File: config.mk
export PLATFORM = sky130hd
export DESIGN_NAME = ps2_kbd_rx
export DESIGN_NICKNAME = d
export VERILOG_FILES = /design/src/rtl/ps2_kbd_rx.sv
export SDC_FILE = /design/constraint.sdc
export NUM_CORES = 1
export LEC_CHECK = 0
export CAP_MARGIN = 20
export CORE_MARGIN = 5
export CORE_UTILIZATION = 55
export CTS_CLUSTER_DIAMETER = 100
export CTS_CLUSTER_SIZE = 16
export DETAILED_ROUTE_END_ITERATION = 8
export GPL_ROUTABILITY_DRIVEN = 0
export GPL_TIMING_DRIVEN = 0
export HOLD_SLACK_MARGIN = 0.08
export PLACE_DENSITY = 0.73
export SLEW_MARGIN = 20
export SYNTH_ARGS = -nofsm -noshare
export SYNTH_HDL_FRONTEND = slang
export SYNTH_SLANG_ARGS = --single-unit
File: constraint.sdc
create_clock -name clk -period 4.4 [get_ports clk]
set_input_delay 0.88 -clock clk [delete_from_list [all_inputs] [get_ports clk]]
set_output_delay 0.88 -clock clk [all_outputs]
set_load 0.01 [all_outputs]
File: src/rtl/ps2_kbd_rx.sv
// PS/2 keyboard receiver: pin sync, clock filter, frame deserialiser,
// E0/F0 prefix folding and a small event FIFO with valid/ready pop.
module ps2_kbd_rx #(
  parameter int CLK_HZ         = 10_000_000,
  parameter int FILTER_LEN     = 8,
  parameter int TIMEOUT_CYCLES = 2000,
  parameter int FIFO_AW        = 2
) (
  input  logic       clk,
  input  logic       reset,
  input  logic       ps2_clk_i,
  input  logic       ps2_dat_i,
  output logic [7:0] ev_code,
  output logic       ev_ext,
  output logic       ev_brk,
  output logic       ev_valid,
  input  logic       ev_ready,
  output logic [7:0] last_byte,
  output logic       frame_err,
  output logic       overflow
);

  localparam int DEPTH = 1 << FIFO_AW;
  localparam int TW    = $clog2(TIMEOUT_CYCLES + 1);

  typedef enum logic [1:0] {IDLE, DATA, PARITY, STOP} state_t;

  logic            clk_s1_q, clk_s2_q, dat_s1_q, dat_s2_q;
  logic            fclk_q, fclk_d;
  logic [3:0]      fcnt_q, fcnt_d;
  logic            fe;
  state_t          state_q, state_d;
  logic [2:0]      bcnt_q, bcnt_d;
  logic [7:0]      shift_q, shift_d;
  logic            par_q, par_d;
  logic [TW-1:0]   tcnt_q, tcnt_d;
  logic            good, err;
  logic [7:0]      last_q;
  logic            ext_pend_q, brk_pend_q;
  logic            push_q, ferr_q;
  logic [9:0]      pdata_q;
  logic [9:0]      mem_q [DEPTH];
  logic [FIFO_AW-1:0] wptr_q, rptr_q;
  logic [FIFO_AW:0]   cnt_q;
  logic            ovf_q, full, pop, wr;

  always_ff @(posedge clk or posedge reset) begin
    if (reset) begin
      clk_s1_q <= 1'b1;
      clk_s2_q <= 1'b1;
      dat_s1_q <= 1'b1;
      dat_s2_q <= 1'b1;
      fclk_q   <= 1'b1;
      fcnt_q   <= '0;
      state_q  <= IDLE;
      bcnt_q   <= '0;
      shift_q  <= '0;
      par_q    <= 1'b0;
      tcnt_q   <= '0;
    end else begin
      clk_s1_q <= ps2_clk_i;
      clk_s2_q <= clk_s1_q;
      dat_s1_q <= ps2_dat_i;
      dat_s2_q <= dat_s1_q;
      fclk_q   <= fclk_d;
      fcnt_q   <= fcnt_d;
      state_q  <= state_d;
      bcnt_q   <= bcnt_d;
      shift_q  <= shift_d;
      par_q    <= par_d;
      tcnt_q   <= tcnt_d;
    end
  end

  // Any sample matching the filtered level restarts the run count.
  always_comb begin
    fcnt_d = '0;
    fclk_d = fclk_q;
    if (clk_s2_q != fclk_q) begin
      if (fcnt_q == 4'(FILTER_LEN - 1)) fclk_d = clk_s2_q;
      else fcnt_d = fcnt_q + 4'd1;
    end
  end

  assign fe = fclk_q & ~fclk_d;

  always_comb begin
    state_d = state_q;
    bcnt_d  = bcnt_q;
    shift_d = shift_q;
    par_d   = par_q;
    good    = 1'b0;
    err     = 1'b0;
    tcnt_d  = (fe || state_q == IDLE) ? '0 : tcnt_q + 1'b1;
    if (fe) begin
      unique case (state_q)
        IDLE: begin
          if (!dat_s2_q) begin
            state_d = DATA;
            bcnt_d  = '0;
          end else begin
            err = 1'b1;
          end
        end
        DATA: begin
          shift_d = {dat_s2_q, shift_q[7:1]};
          bcnt_d  = bcnt_q + 3'd1;
          if (bcnt_q == 3'd7) state_d = PARITY;
        end
        PARITY: begin
          par_d   = dat_s2_q;
          state_d = STOP;
        end
        STOP: begin
          state_d = IDLE;
          if (dat_s2_q && (^{shift_q, par_q})) good = 1'b1;
          else err = 1'b1;
        end
        default: state_d = IDLE;
      endcase
    end else if (state_q != IDLE && tcnt_q == TW'(TIMEOUT_CYCLES)) begin
      err     = 1'b1;
      state_d = IDLE;
    end
  end

  // Prefix folding: E0/F0 only arm flags, any other byte becomes an event.
  always_ff @(posedge clk or posedge reset) begin
    if (reset) begin
      last_q     <= '0;
      ext_pend_q <= 1'b0;
      brk_pend_q <= 1'b0;
      push_q     <= 1'b0;
      pdata_q    <= '0;
      ferr_q     <= 1'b0;
    end else begin
      push_q <= 1'b0;
      ferr_q <= err;
      if (good) begin
        last_q <= shift_q;
        if (shift_q == 8'hE0) begin
          ext_pend_q <= 1'b1;
        end else if (shift_q == 8'hF0) begin
          brk_pend_q <= 1'b1;
        end else begin
          push_q     <= 1'b1;
          pdata_q    <= {ext_pend_q, brk_pend_q, shift_q};
          ext_pend_q <= 1'b0;
          brk_pend_q <= 1'b0;
        end
      end
    end
  end

  assign full = (cnt_q == (FIFO_AW + 1)'(DEPTH));
  assign pop  = ev_valid & ev_ready;
  assign wr   = push_q & (~full | pop);

  always_ff @(posedge clk or posedge reset) begin
    if (reset) begin
      for (int i = 0; i < DEPTH; i++) mem_q[i] <= '0;
      wptr_q <= '0;
      rptr_q <= '0;
      cnt_q  <= '0;
      ovf_q  <= 1'b0;
    end else begin
      if (wr) begin
        mem_q[wptr_q] <= pdata_q;
        wptr_q        <= wptr_q + 1'b1;
      end
      if (pop) rptr_q <= rptr_q + 1'b1;
      if (wr && !pop) cnt_q <= cnt_q + 1'b1;
      else if (!wr && pop) cnt_q <= cnt_q - 1'b1;
      if (push_q && full && !pop) ovf_q <= 1'b1;
    end
  end

  assign ev_valid  = (cnt_q != '0);
  assign {ev_ext, ev_brk, ev_code} = mem_q[rptr_q];
  assign last_byte = last_q;
  assign frame_err = ferr_q;
  assign overflow  = ovf_q;

endmodule
==> run metrics <==
Row Count=33; die area=0.01043 sq mm; gr usage total=0.1696; GRT Residual Overflow=0; Fill cells=636; clock slew at reported path FFs=90 ps; CTS tree=built; share of cells above drive strength 1=0.2696; Synth top cells by count=99 x dfrtp_1, 59 x mux2_2, 23 x nor2_1; initial antenna violation count=0; Slew Limit Fails=0; Nets=397; area grow syn2layout=13.18%; # H-tree levels=3; Initial Util=0.5655; number of synthesized flops with an enable pin=0; Antenna Nets Post-Route=0; Die W=102.1 microns; MaxCap Viol Count=0; largest area contributor in the netlist=dfrtp_1; Setup Buffers After CTS=0; P per Cell Area=311.9 mW/mm^2; Post-Route M1 WL=3542 microns; Final setup viols=0; metal3 WL=256 microns; Period minus WS final=3350 ps; Worst setup EP type=primary output; cts bufs inserted=9; CP arrival=2470 ps; status=complete, no violations; clk sinks=104; io pins=26; unrepaired setup endpoints after global routing=false; register area=0.002609 sq mm; Crit Path Class=reg2out; Crit Path Max Fanout=10; sequential-to-total area share from yosys stat=0.5587; CP startpoint kind=register; Vias/cell=5.485; drt drc=0; Die H=102.1 microns; CP startpoint=rptr_q[0]; worst path bufs/invs=2; hpwl dp=5575 microns; CORE AREA=0.008258 sq mm; YS warnings=0; Inst Count DP=471; Static Leak=2.504 nW; relative slew slack=0.4997; ANT cells=0; top routing layer used=met4; final period utilization=0.7613; Max Clk Rate=298.6 MHz; Critical Path RT=3520 ps; CP top delay family=buffers and inverters; Avg WL per Cell=16.17 microns; final wirelength=7873 microns; async set-reset flop share out of synthesis=1.000; crit-path cells=buf_1, mux4_2, clkdlybuf4s50_1; DR pass1 iterations=4; Synth Cell Area=0.004669 sq mm; cts hold-fix bufs=0; initial drt markers=63; slowest cell delay on critical path=600 ps; Layout Cells excl Fill=487; vias in the first global route=2,843; top post-synthesis cells by area=dfrtp_1 53%, mux2_2 14%, mux4_2 4.8%; final hold viol count=0; Root Buffer=clkbuf_8; critical path's slowest cell=buf_1; area share of the largest cell type after synthesis=0.5305; Synth Register Bits=104; largest net degree at the start of global routing=54; Clock Tree Buf Depth=2; Cells after Synth=340; post-CTS resize count=0; worst r2r src=shift_q[7]; Slew @ Worst Pin=750.5 ps; WL met2=4007 microns; min-delay src=dat_s1_q; synthesized net count=360; Clk Latency, worst-skew pair=350 ps; count leader, synth=dfrtp_1; first-pass GRT wire length=13,810 microns; Mean Syn Cell Area=13.73 sq um; Fin Hold WS=360.1 ps; skew final=10.15 ps; multi-input logic area=0.001958 sq mm; predominant post-synthesis flop cell=dfrtp_1; min-delay worst type=reg2reg; Vias=2,671; Peak VDD IR=157.5 uV; Cell variety after synth=43; Port Buffers=25
cell usage in the layout, fill, tap and decap left out, types with 5 or more instances in the layout:
master,Yosys,routed
clkbuf_8,0,11
ha_1,14,14
o21ai_0,6,6
mux4_2,10,10
mux2_2,59,59
mux2_4,6,6
a21oi_1,7,7
xor2_1,8,8
dfstp_2,5,5
nor2b_1,5,5
inv_1,12,11
nand3_1,10,10
xnor2_1,13,13
nor2_1,23,23
clkbuf_1,5,7
clkdlybuf4s50_1,0,25
dfrtp_1,99,99
nand2_1,21,21
report_power, final:
group          leakage, nW  switching (mW)  total (mW)  internal, mW
clock network       0.0996           0.298       0.592         0.294
logic                0.981          0.0404      0.0655        0.0251
registers             1.42          0.0148       0.991         0.976
total                 2.50           0.353        1.65          1.30
sequential cells by signal, summed over array words and instances, names as in the netlist:
register / count
shift_q: 8
tcnt_q: 11
bcnt_q: 3
par_q: 1
push_q: 1
overflow: 1
last_byte: 8
wptr_q: 2
brk_pend_q: 1
dat_s2_q: 1
cnt_q: 3
fclk_q: 1
clk_s2_q: 1
pdata_q: 10
dat_s1_q: 1
fcnt_q: 4
rptr_q: 2
ext_pend_q: 1
mem_q: 40
frame_err: 1
clk_s1_q: 1
state_q: 2
final cells by class:
type / instances / area share
sequential: 104 / 0.4936
clock buffer: 13 / 0.03007
clock inverter: 3 / 0.008049
buffer: 9 / 0.01018
tap: 105 / 0.02486
timing repair buffer: 26 / 0.05256
inverter: 13 / 0.01018
multi-input combinational: 214 / 0.3705
metrics by stage:
step	util	power, mW	TNS, ps	setup slack, ps	cell area, sq um
finish	0.6400	1.648	0	1050	5285
global route	0.6400	1.721	0	884.5	5285
CTS	0.6400	1.669	0	991.1	5285
detailed placement	0.6156	1.077	0	1262	5084
global placement	0.6117	1.071	-62730	-636.9	5051
floorplan	-	1.055	0	796.1	4669
routing by layer:
layer,up-vias,global-route usage
li1,1263,-
met1,1370,0.2201
met2,32,0.2834
met3,6,0.04710
met4,0,0.04440
met5,-,0
path summary, 6_finish.rpt:
check                                     to  slack, ps  depth (start not counted)
worst max-delay path              ev_code[7]       1050                          3
worst min-delay path                dat_s2_q        360                          0
worst max register to register    pdata_q[2]       2040                          7
worst min register to register      dat_s2_q        360                          0
max in group asynchronous             fclk_q       2820                          3
min in group asynchronous       last_byte[1]        920                          2
cell families (layout without fill, tap and decap cells):
kind of cell	Yosys count	in the layout	share of synthesized area
and+or+nand+nor	78	78	0.08173
DFF	104	104	0.5587
xor gates and xnor gates	23	23	0.04930
buffers and inverters	22	64	0.02197
muxes	78	78	0.2192
AOI/OAI and AO/OA	20	20	0.02733
adders and majority gates	15	15	0.04180
worst register-to-register path: stages, from the launching register on:
cell     delay (ps)
dfrtp_1         390
xor3_1          470
or4_4           550
mux2i_4         200
nand2_2         100
inv_2           100
buf_12          140
mux2_4          290
(Power assumes the default switching activity.)
